<file path="src/rtl/axi_xbar_pkg.sv">
// Shared types and defaults for the AXI4 crossbar arbiters.
package axi_xbar_pkg;

  // Per-receiver arbiter phases: waiting, address outstanding, data outstanding.
  typedef enum logic [1:0] {
    ARB_IDLE = 2'd0,
    ARB_ADDR = 2'd1,
    ARB_DATA = 2'd2
  } arb_state_e;

  // Default stall budget before a granted sender is forcibly released.
  localparam int unsigned ARB_TIMEOUT_DEF = 256;

endpackage

</file>
<file path="src/rtl/axi_rr_picker.sv">
// Combinational round-robin picker: first asserted request after rr_ptr, modulo SENDER_NUM.
// The request vector is doubled and shifted down by the start position, so a plain
// lowest-set-bit search covers the wrap-around without a second masked pass.
module axi_rr_picker #(
  parameter int unsigned SENDER_NUM = 8,
  parameter int unsigned IDX_W      = $clog2(SENDER_NUM)
) (
  input  logic [SENDER_NUM-1:0] req,
  input  logic [IDX_W-1:0]      rr_ptr,
  output logic [IDX_W-1:0]      win_idx,
  output logic                  win_vld
);

  logic [IDX_W-1:0]      start_c;
  logic [SENDER_NUM-1:0] rot_c;
  int                    off_c;
  int                    sum_c;

  // Rotate requests so the highest-priority sender lands at bit 0, then find the first one.
  always_comb begin
    start_c = (rr_ptr == IDX_W'(SENDER_NUM - 1)) ? '0 : rr_ptr + IDX_W'(1);
    rot_c   = SENDER_NUM'({req, req} >> start_c);
    win_vld = |req;
    off_c   = 0;
    for (int i = SENDER_NUM - 1; i >= 0; i--) begin
      if (rot_c[i]) off_c = i;
    end
    sum_c = int'(start_c) + off_c;
    if (sum_c >= int'(SENDER_NUM)) sum_c = sum_c - int'(SENDER_NUM);
    win_idx = IDX_W'(sum_c);
  end

endmodule

</file>
<file path="src/rtl/axi_xbar_rx_arbiter.sv">
// Per-receiver arbiter of the AXI4 crossbar: round-robin grant held for one whole burst.
// Optional stall watchdog enabled by defining AXI_ARB_TIMEOUT_EN.
module axi_xbar_rx_arbiter
  import axi_xbar_pkg::*;
#(
  parameter int unsigned SENDER_NUM = 8,
  parameter int unsigned TIMEOUT    = ARB_TIMEOUT_DEF,
  parameter int unsigned IDX_W      = $clog2(SENDER_NUM)
) (
  input  logic                  ACLK,
  input  logic                  ARESETn,
  input  logic [SENDER_NUM-1:0] req,
  input  logic                  addr_hs,
  input  logic                  last_hs,
  output logic [SENDER_NUM-1:0] grant,
  output logic [IDX_W-1:0]      grant_idx,
  output logic                  busy,
  output logic                  timeout_err
);

  arb_state_e            state_q, state_d;
  logic [SENDER_NUM-1:0] grant_q, grant_d;
  logic [IDX_W-1:0]      idx_q, idx_d;
  logic [IDX_W-1:0]      rr_ptr_q, rr_ptr_d;
  logic                  busy_q, busy_d;
  logic                  release_c;
  logic                  forced_c;
  logic [IDX_W-1:0]      win_idx_c;
  logic                  win_vld_c;

  axi_rr_picker #(
    .SENDER_NUM (SENDER_NUM),
    .IDX_W      (IDX_W)
  ) u_picker (
    .req     (req),
    .rr_ptr  (rr_ptr_q),
    .win_idx (win_idx_c),
    .win_vld (win_vld_c)
  );

`ifdef AXI_ARB_TIMEOUT_EN
  localparam int unsigned CNT_W = $clog2(TIMEOUT + 1);

  logic [CNT_W-1:0] stall_cnt_q, stall_cnt_d;
  logic             tmo_q;

  // Stall counter: runs while a burst is outstanding, cleared by any handshake or release.
  always_comb begin
    stall_cnt_d = '0;
    forced_c    = 1'b0;
    if (state_q != ARB_IDLE && !addr_hs && !last_hs) begin
      if (stall_cnt_q == CNT_W'(TIMEOUT - 1)) begin
        forced_c = 1'b1;
      end else begin
        stall_cnt_d = stall_cnt_q + CNT_W'(1);
      end
    end
  end

  // Stall counter and one-cycle timeout pulse registers.
  always_ff @(posedge ACLK or negedge ARESETn) begin
    if (!ARESETn) begin
      stall_cnt_q <= '0;
      tmo_q       <= 1'b0;
    end else begin
      stall_cnt_q <= stall_cnt_d;
      tmo_q       <= forced_c;
    end
  end

  assign timeout_err = tmo_q;
`else
  assign forced_c    = 1'b0;
  assign timeout_err = 1'b0;
`endif

  // Next-state: arbitrate in IDLE, track address/data phases, release on burst end or stall.
  always_comb begin
    state_d   = state_q;
    grant_d   = grant_q;
    idx_d     = idx_q;
    rr_ptr_d  = rr_ptr_q;
    busy_d    = busy_q;
    release_c = 1'b0;
    unique case (state_q)
      ARB_IDLE: begin
        if (win_vld_c) begin
          state_d = ARB_ADDR;
          grant_d = SENDER_NUM'(1) << win_idx_c;
          idx_d   = win_idx_c;
          busy_d  = 1'b1;
        end
      end
      ARB_ADDR: begin
        if (addr_hs && last_hs) begin
          release_c = 1'b1;
        end else if (addr_hs) begin
          state_d = ARB_DATA;
        end
      end
      ARB_DATA: begin
        if (last_hs) release_c = 1'b1;
      end
      default: release_c = 1'b1;
    endcase
    if (forced_c) release_c = 1'b1;
    // Winner drops to lowest priority for the next arbitration.
    if (release_c) begin
      state_d  = ARB_IDLE;
      grant_d  = '0;
      idx_d    = '0;
      busy_d   = 1'b0;
      rr_ptr_d = idx_q;
    end
  end

  // State, grant and round-robin pointer registers.
  always_ff @(posedge ACLK or negedge ARESETn) begin
    if (!ARESETn) begin
      state_q  <= ARB_IDLE;
      grant_q  <= '0;
      idx_q    <= '0;
      rr_ptr_q <= IDX_W'(SENDER_NUM - 1);
      busy_q   <= 1'b0;
    end else begin
      state_q  <= state_d;
      grant_q  <= grant_d;
      idx_q    <= idx_d;
      rr_ptr_q <= rr_ptr_d;
      busy_q   <= busy_d;
    end
  end

  assign grant     = grant_q;
  assign grant_idx = idx_q;
  assign busy      = busy_q;

endmodule
</file>
<file path="config.mk">
export PLATFORM = sky130hd
export DESIGN_NAME = axi_xbar_rx_arbiter
export DESIGN_NICKNAME = d
export VERILOG_FILES = /design/src/rtl/axi_xbar_pkg.sv /design/src/rtl/axi_rr_picker.sv /design/src/rtl/axi_xbar_rx_arbiter.sv
export SDC_FILE = /design/constraint.sdc
export NUM_CORES = 1
export LEC_CHECK = 0
export ABC_AREA = 1
export CAP_MARGIN = 15
export CELL_PAD_IN_SITES_DETAIL_PLACEMENT = 1
export CELL_PAD_IN_SITES_GLOBAL_PLACEMENT = 2
export CORE_MARGIN = 5
export CORE_UTILIZATION = 28
export CTS_CLUSTER_DIAMETER = 100
export DETAILED_ROUTE_END_ITERATION = 16
export PLACE_DENSITY_LB_ADDON = 0.1
export SYNTH_ARGS = -nofsm -noshare
export SYNTH_HDL_FRONTEND = slang
export SYNTH_SLANG_ARGS = --single-unit
</file>
<file path="constraint.sdc">
create_clock -name ACLK -period 4.05 [get_ports ACLK]
set_input_delay 1.0125 -clock ACLK [delete_from_list [all_inputs] [get_ports ACLK]]
set_output_delay 1.0125 -clock ACLK [all_outputs]
set_load 0.03 [all_outputs]
</file>
Word level (Yosys, flattened, before mapping)
Index checks and enable logic that the tools add are counted.
{"block": "totals", "reg_bits": 17, "in_bits": 12, "wordCells": 52}
{"block": "classes", "n_addsub": 3, "n_lt_le_gt_ge": 1, "n_eq_ne": 6, "shift": 2, "n_mux": 27, "n_reduce_logical": 8}
{"op": "2-to-1 mux 3 bit", "count": 13}
{"op": "2-to-1 mux 8 bit", "count": 3}
{"op": ">> shifter 16 x 3 -> 8 bit", "count": 1}
{"op": "2-to-1 mux 2 bit", "count": 4}
{"op": "OR reduction 8 bit", "count": 1}
{"op": "<< shifter 1 x 3 -> 8 bit (first input constant)", "count": 1}
{"op": "!= test 3 bit (second input constant)", "count": 2}
{"op": "2-to-1 mux 1 bit", "count": 5}
{"op": "adder 3 x 3 -> 4 bit", "count": 1}
{"op": "greater-or-equal comparator 4 bit (second input constant)", "count": 1}
{"op": "one-hot mux 2 bit (2 select lines)", "count": 1}
{"op": "AND reduction 4 bit", "count": 1}
{"op": "nonzero test 2 bit", "count": 2}
{"op": "adder 3 x 1 -> 3 bit (second input constant)", "count": 1}
{"op": "== test 3 bit (second input constant)", "count": 1}
{"op": "!= test 3 x 2 -> 1 bit (second input constant)", "count": 1}
{"op": "one-hot mux 1 bit (3 select lines)", "count": 1}
{"op": "nonzero test 3 bit", "count": 1}
{"op": "subtractor 3 x 1 -> 3 bit (second input constant)", "count": 1}
{"op": "== test 2 x 1 -> 1 bit (second input constant)", "count": 1}
{"op": "== test 2 bit (second input constant)", "count": 1}
{"op": "logical NOT 2 bit", "count": 1}
{"op": "AND reduction 2 bit", "count": 1}
{"op": "logical AND 1 bit", "count": 1}

Logic depth before layout (Yosys ltp)
Gate-level depths: netlist (run 1).
{"block": "depth", "ltp_word": 18, "depth_mapped": 24, "depth_no_buf": 23}

Modules after synthesis
From an unflattened synthesis (run 1), not the netlist that was laid out.
{"block": "unflattened", "hier_cells": 194, "area_unflattened_um2": 1301.2}
{"module": "axi_xbar_rx_arbiter", "n_inst": 1, "cells_per_inst": 91, "area_per_inst_um2": 773.2, "seq_area_each_um2": 429.2}
{"module": "axi_rr_picker", "n_inst": 1, "cells_per_inst": 103, "area_per_inst_um2": 528.0, "seq_area_each_um2": 0.0}

Worst setup path after synthesis (run 1)
Ideal clock, no wire load.
{"block": "synth_timing", "kind": "register to register", "from": "register rr_ptr_q[0]", "to": "register grant_q[5], in the netlist grant[5]", "setup_ps": 65, "arrival_ps": 2870, "t_required_ps": 3985, "path_slack_ps": 1115, "stages_incl_launch_ff": 25, "synth_period_minus_slack_ps": 2935, "path_cell_list": "dfstp_2 ha_1 ha_1 inv_2 nand2_2 buf_6 nand2_1 nand3_1 nand3_1 nand2_1 nand2_1 nand2_1 nand2_1 nand2_1 nand2_1 nand2_2 nand3_4 fa_1 xor2_1 inv_1 nand3_2 nand2_4 nor2_4 nand4_1 nand2_1"}
{"block": "synth_between", "elab_chain_cells": 18}
{"element": "start, declared", "line": "axi_xbar_rx_arbiter.sv:24", "rtl": "logic [IDX_W-1:0] rr_ptr_q, rr_ptr_d;"}
{"element": "start signal, assigned", "line": "axi_xbar_rx_arbiter.sv:123", "rtl": "rr_ptr_q <= IDX_W'(SENDER_NUM - 1);"}
{"element": "start signal, assigned", "line": "axi_xbar_rx_arbiter.sv:129", "rtl": "rr_ptr_q <= rr_ptr_d;"}
{"element": "adder 3 x 1 -> 3 bit or == test 3 bit (tied branches)", "line": "axi_rr_picker.sv:21", "rtl": "start_c = (rr_ptr == IDX_W'(SENDER_NUM - 1)) ? '0 : rr_ptr + IDX_W'(1);"}
{"element": "2-to-1 mux 3 bit *", "line": "axi_rr_picker.sv:21"}
{"element": ">> shifter 16 x 3 -> 8 bit", "line": "axi_rr_picker.sv:22", "rtl": "rot_c = SENDER_NUM'({req, req} >> start_c);"}
{"element": "2-to-1 mux 3 bit (8 in series)", "line": "axi_rr_picker.sv:26", "rtl": "if (rot_c[i]) off_c = i;"}
{"element": "adder 3 x 3 -> 4 bit *", "line": "axi_rr_picker.sv:28", "rtl": "sum_c = int'(start_c) + off_c;"}
{"element": "greater-or-equal comparator 4 bit or subtractor 3 x 1 -> 3 bit (tied branches)", "line": "axi_rr_picker.sv:29", "rtl": "if (sum_c >= int'(SENDER_NUM)) sum_c = sum_c - int'(SENDER_NUM);"}
{"element": "2-to-1 mux 3 bit *", "line": "axi_rr_picker.sv:29"}
{"element": "<< shifter 1 x 3 -> 8 bit *", "line": "axi_xbar_rx_arbiter.sv:89", "rtl": "grant_d = SENDER_NUM'(1) << win_idx_c;"}
{"element": "2-to-1 mux 8 bit *", "line": "axi_xbar_rx_arbiter.sv:87", "rtl": "if (win_vld_c) begin"}
{"element": "2-to-1 mux 8 bit *", "line": "axi_xbar_rx_arbiter.sv:85", "rtl": "unique case (state_q)"}
{"element": "2-to-1 mux 8 bit *", "line": "axi_xbar_rx_arbiter.sv:108", "rtl": "if (release_c) begin"}
{"element": "end signal, assigned", "line": "axi_xbar_rx_arbiter.sv:127", "rtl": "grant_q <= grant_d;"}
{"element": "end, declared", "line": "axi_xbar_rx_arbiter.sv:22", "rtl": "logic [SENDER_NUM-1:0] grant_q, grant_d;"}
Mark *: on every way between the ends. The rest lies on a longest branch, timed or not. The select of a mux whose other input is x is not followed.
A chain may end at the register's enable or synchronous reset.

Final worst setup path (run 1)
{"block": "layout_timing", "from": "register rr_ptr_q[0]", "to": "register grant_q[1], in the netlist grant[1]"}
Same word-level chain as after synthesis.

==> impl_metrics.ini, run 1 <==
[clocking]
path_clk_slew_ns = 0.07
cts_inserted_buffers = 3
clock_tree_from_tritoncts = built
cts-htree-levels = 1
insertion_delay_ns = 0.25
post-cts-setup-buffer-count = 0
cts_hold_buf = 0
cts.sink_count = 17
cts_root_buffer = clkbuf_8
cts_resized = 0
clock_path_buffers = 2

[logic_synthesis]
yosys_most_used_dff = dfrtp_1
synth-compound-area-share = 0.0688
synth_nets = 208
avgSynthCellArea_um2 = 6.98
post_synthesis_sequential_area_ratio = 0.319
synth_area_leaders = dfrtp_1 (26%), nand2_1 (20%), nand3_1 (10%)
synth.largest_area_cell = dfrtp_1
mappedNetlistArea_um2 = 1350
synth_top_family_by_area = simple AND/OR/NAND/NOR gates
yosys-mux-area-fraction = 0
post-synth-top-area-fraction = 0.260
synth.lib_cells_used.distinct = 31
synthArstFlopShare = 1.00
synth_simple_gate_area_frac = 0.480
postSynthRegisterBits = 17
synth-adder-area-share = 0.0335
synth-xor-area-share = 0.00651
yosys_warnings = 0
count_of_flip_flops_with_a_built_in_enable_after_synthesis = 0
synthesis.instances = 193

[route]
highest-signal-layer = met4
finalWirelength_um = 3760
drt-pass1-iter-count = 4
drc = 0
wl_met3_um = 107
met2RoutedLength_um = 2050
vias = 1336
postRouteAntennaNets = 0
post_drt_wl_per_cell_um = 13.9
initialDrtViolationCount = 35
wirelength_met1_um = 1560
vias_per_cell = 4.95

[finish]
fillerInstances = 587
design_area_um2 = 1660
final_util = 0.353
multi_input_comb_area_um2 = 796
antenna_cells_inserted = 0
layout-drive-gt1-share = 0.148
area_growth_syn_to_layout_pct = 23.0
sequential_cell_area_um2 = 429
fin_nets = 232

[setup_path]
critPathMaxStageDelay_ns = 0.51
setup.worst_path.class = register to register
cp_cell_sequence = ha_1 > ha_1 > nor2_2 > nand2_1 > nand3_1 > nand3_1 > nand2_1 > nand2_1 > nand2_1 > nand2_1 > nand2_1 > nand2_1 > nand2_2 > nand3_4 > fa_1 > xor2_1 > inv_1 > nand3_2 > a21oi_2 > nand4_1 > nand2_1
worstPathRequired_ns = 4.24
critical_path.top_delay_family = simple AND/OR/NAND/NOR gates
crit_arrival_ns = 3.78
cp_num_buf_inv = 1
worstSetupEndpointType = register
slowest_stage = nor2_2
worst-r2r-setup-slack_ns = 0.46
most_common_cell_on_crit_path = nand2_1
worst-path-max-fanout = 12
start_kind = register

[timing]
hold_violations = 0
final.hold.worst_slack_ns = 0.479
final_report_setup_violation_count = 0
fin_crit_sh = 0.886
worst-slew-pin-transition_ns = 0.767
fin_setup_tns_ns = 0
max_slew_margin = 0.487
rsz_0062_raised_after_global_routing = false
finalClockSkew_ns = 0.00485
final_max_tran_viols = 0
fmaxAchievable_ghz = 0.279
finalWorstPathRequiredPeriod_ns = 3.59

[placement]
io_buffers = 23
dpl_wire_length_um = 3020
final_gp_congestion = 0.792
placement.cell_area_um2 = 1610

[die]
initial_cell_density_of_the_core = 0.287
die_footprint_um2 = 6290
ioPinCount = 25
die_width_um = 79.3
core_region_area_um2 = 4690
rows = 25
die_h_um = 79.3

[global_route]
grt_pass1_wl_um = 6430
total_global_routing_overflow = 0
antenna_found_initial = 0
grt_start_max_net_pins = 18
globalRouteTotalUtil = 0.127
first_global_vias = 1438

[hold_path]
timing.hold.worst.class = register to register

[run]
drv_cap = 0

[status]
status = complete, no violations
## layout by cell type (no fill, tap or decap), drive strengths merged, types with 2 or more instances in the layout
cell / instances
dfstp: 3
o22ai: 2
a21oi: 4
dfrtp: 14
inv: 22
ha: 2
nor2: 7
nand2: 86
clkbuf: 3
o21ai: 6
nor4: 2
clkinv: 2
nand4: 5
clkdlybuf4s50: 23
nand3: 30
## final timing paths
kind                            depth (start not counted)       end        start
min in group asynchronous                               1  grant[4]      ARESETn
max in group asynchronous                               1  grant[7]      ARESETn
worst min register to register                          2  grant[1]     grant[1]
worst max register to register                         21  grant[1]  rr_ptr_q[0]
worst max-delay path                                   21  grant[1]  rr_ptr_q[0]
worst min-delay path                                    2  grant[1]     grant[1]
## kinds of logic after synthesis
| family | Yosys count |
|---|---|
| flops | 17 |
| buf+inv | 27 |
| other cells | 1 |
| simple gates | 130 |
| compound gates | 14 |
| fa+ha+maj | 3 |
| xor+xnor | 1 |
## synthesized netlist by cell type, types with 2 or more instances
cell type  count
nor2_1         4
dfstp_2        3
dfrtp_1       14
nand3_1       27
nand2_4        6
nor4_1         2
nand3_2        2
a21oi_2        3
nand2_2        7
nand2_1       73
nand4_1        5
buf_6          2
o22ai_1        2
nor2_4         2
inv_2          2
inv_1         20
o21ai_0        4
ha_1           2
## flip-flops by register name, indices dropped and copies added (netlist names)
name	cells
busy	1
grant	8
grant_idx	3
rr_ptr_q	3
state_q	2
## cell type report
type,count,area share
Multi-Input combinational cell,149,0.481
Sequential cell,17,0.259
Timing Repair Buffer,23,0.139
Inverter,23,0.0522
Tap cell,54,0.0408
Clock buffer,3,0.0249
Clock inverter,1,0.00302
## worst reg2reg max path, delay by kind of cell, from the launching register on
family | cells | cell delay, ns
xor gates and xnor gates | 1 | 0.17
and+or+nand+nor | 15 | 1.85
AOI/OAI and AO/OA | 1 | 0.21
DFF | 1 | 0.38
adders and majority gates | 3 | 0.82
buffers and inverters | 1 | 0.09
## through the flow
step	worst slack, ns	instances
5_1_grt	0.141	270
3_5_place_dp	0.246	266
4_1_cts	0.425	270
2_1_floorplan	1.11	193
3_3_place_gp	0.341	266
6_report	0.462	270
## metal layers
layer,up-vias,global-route usage
met5,-,0
met4,0,0.0361
met3,5,0.0170
met2,20,0.259
met1,644,0.133
li1,667,-
Power of run 1 is left out: the tool's default activity adds up to more than one toggle a clock period on the data nets, which glitch-free logic cannot reach.
==> run 2: changes to the inputs <==
--- a/config.mk
+++ b/config.mk
@@ -11,7 +11,6 @@
 export CELL_PAD_IN_SITES_GLOBAL_PLACEMENT = 2
 export CORE_MARGIN = 5
 export CORE_UTILIZATION = 28
-export CTS_CLUSTER_DIAMETER = 100
 export DETAILED_ROUTE_END_ITERATION = 16
 export PLACE_DENSITY_LB_ADDON = 0.1
 export SYNTH_ARGS = -nofsm -noshare
==> results of run 2 <==
No change in the layout: final DEF, timing and power equal those of run 1.
Power of run 2 is left out for the same reason.
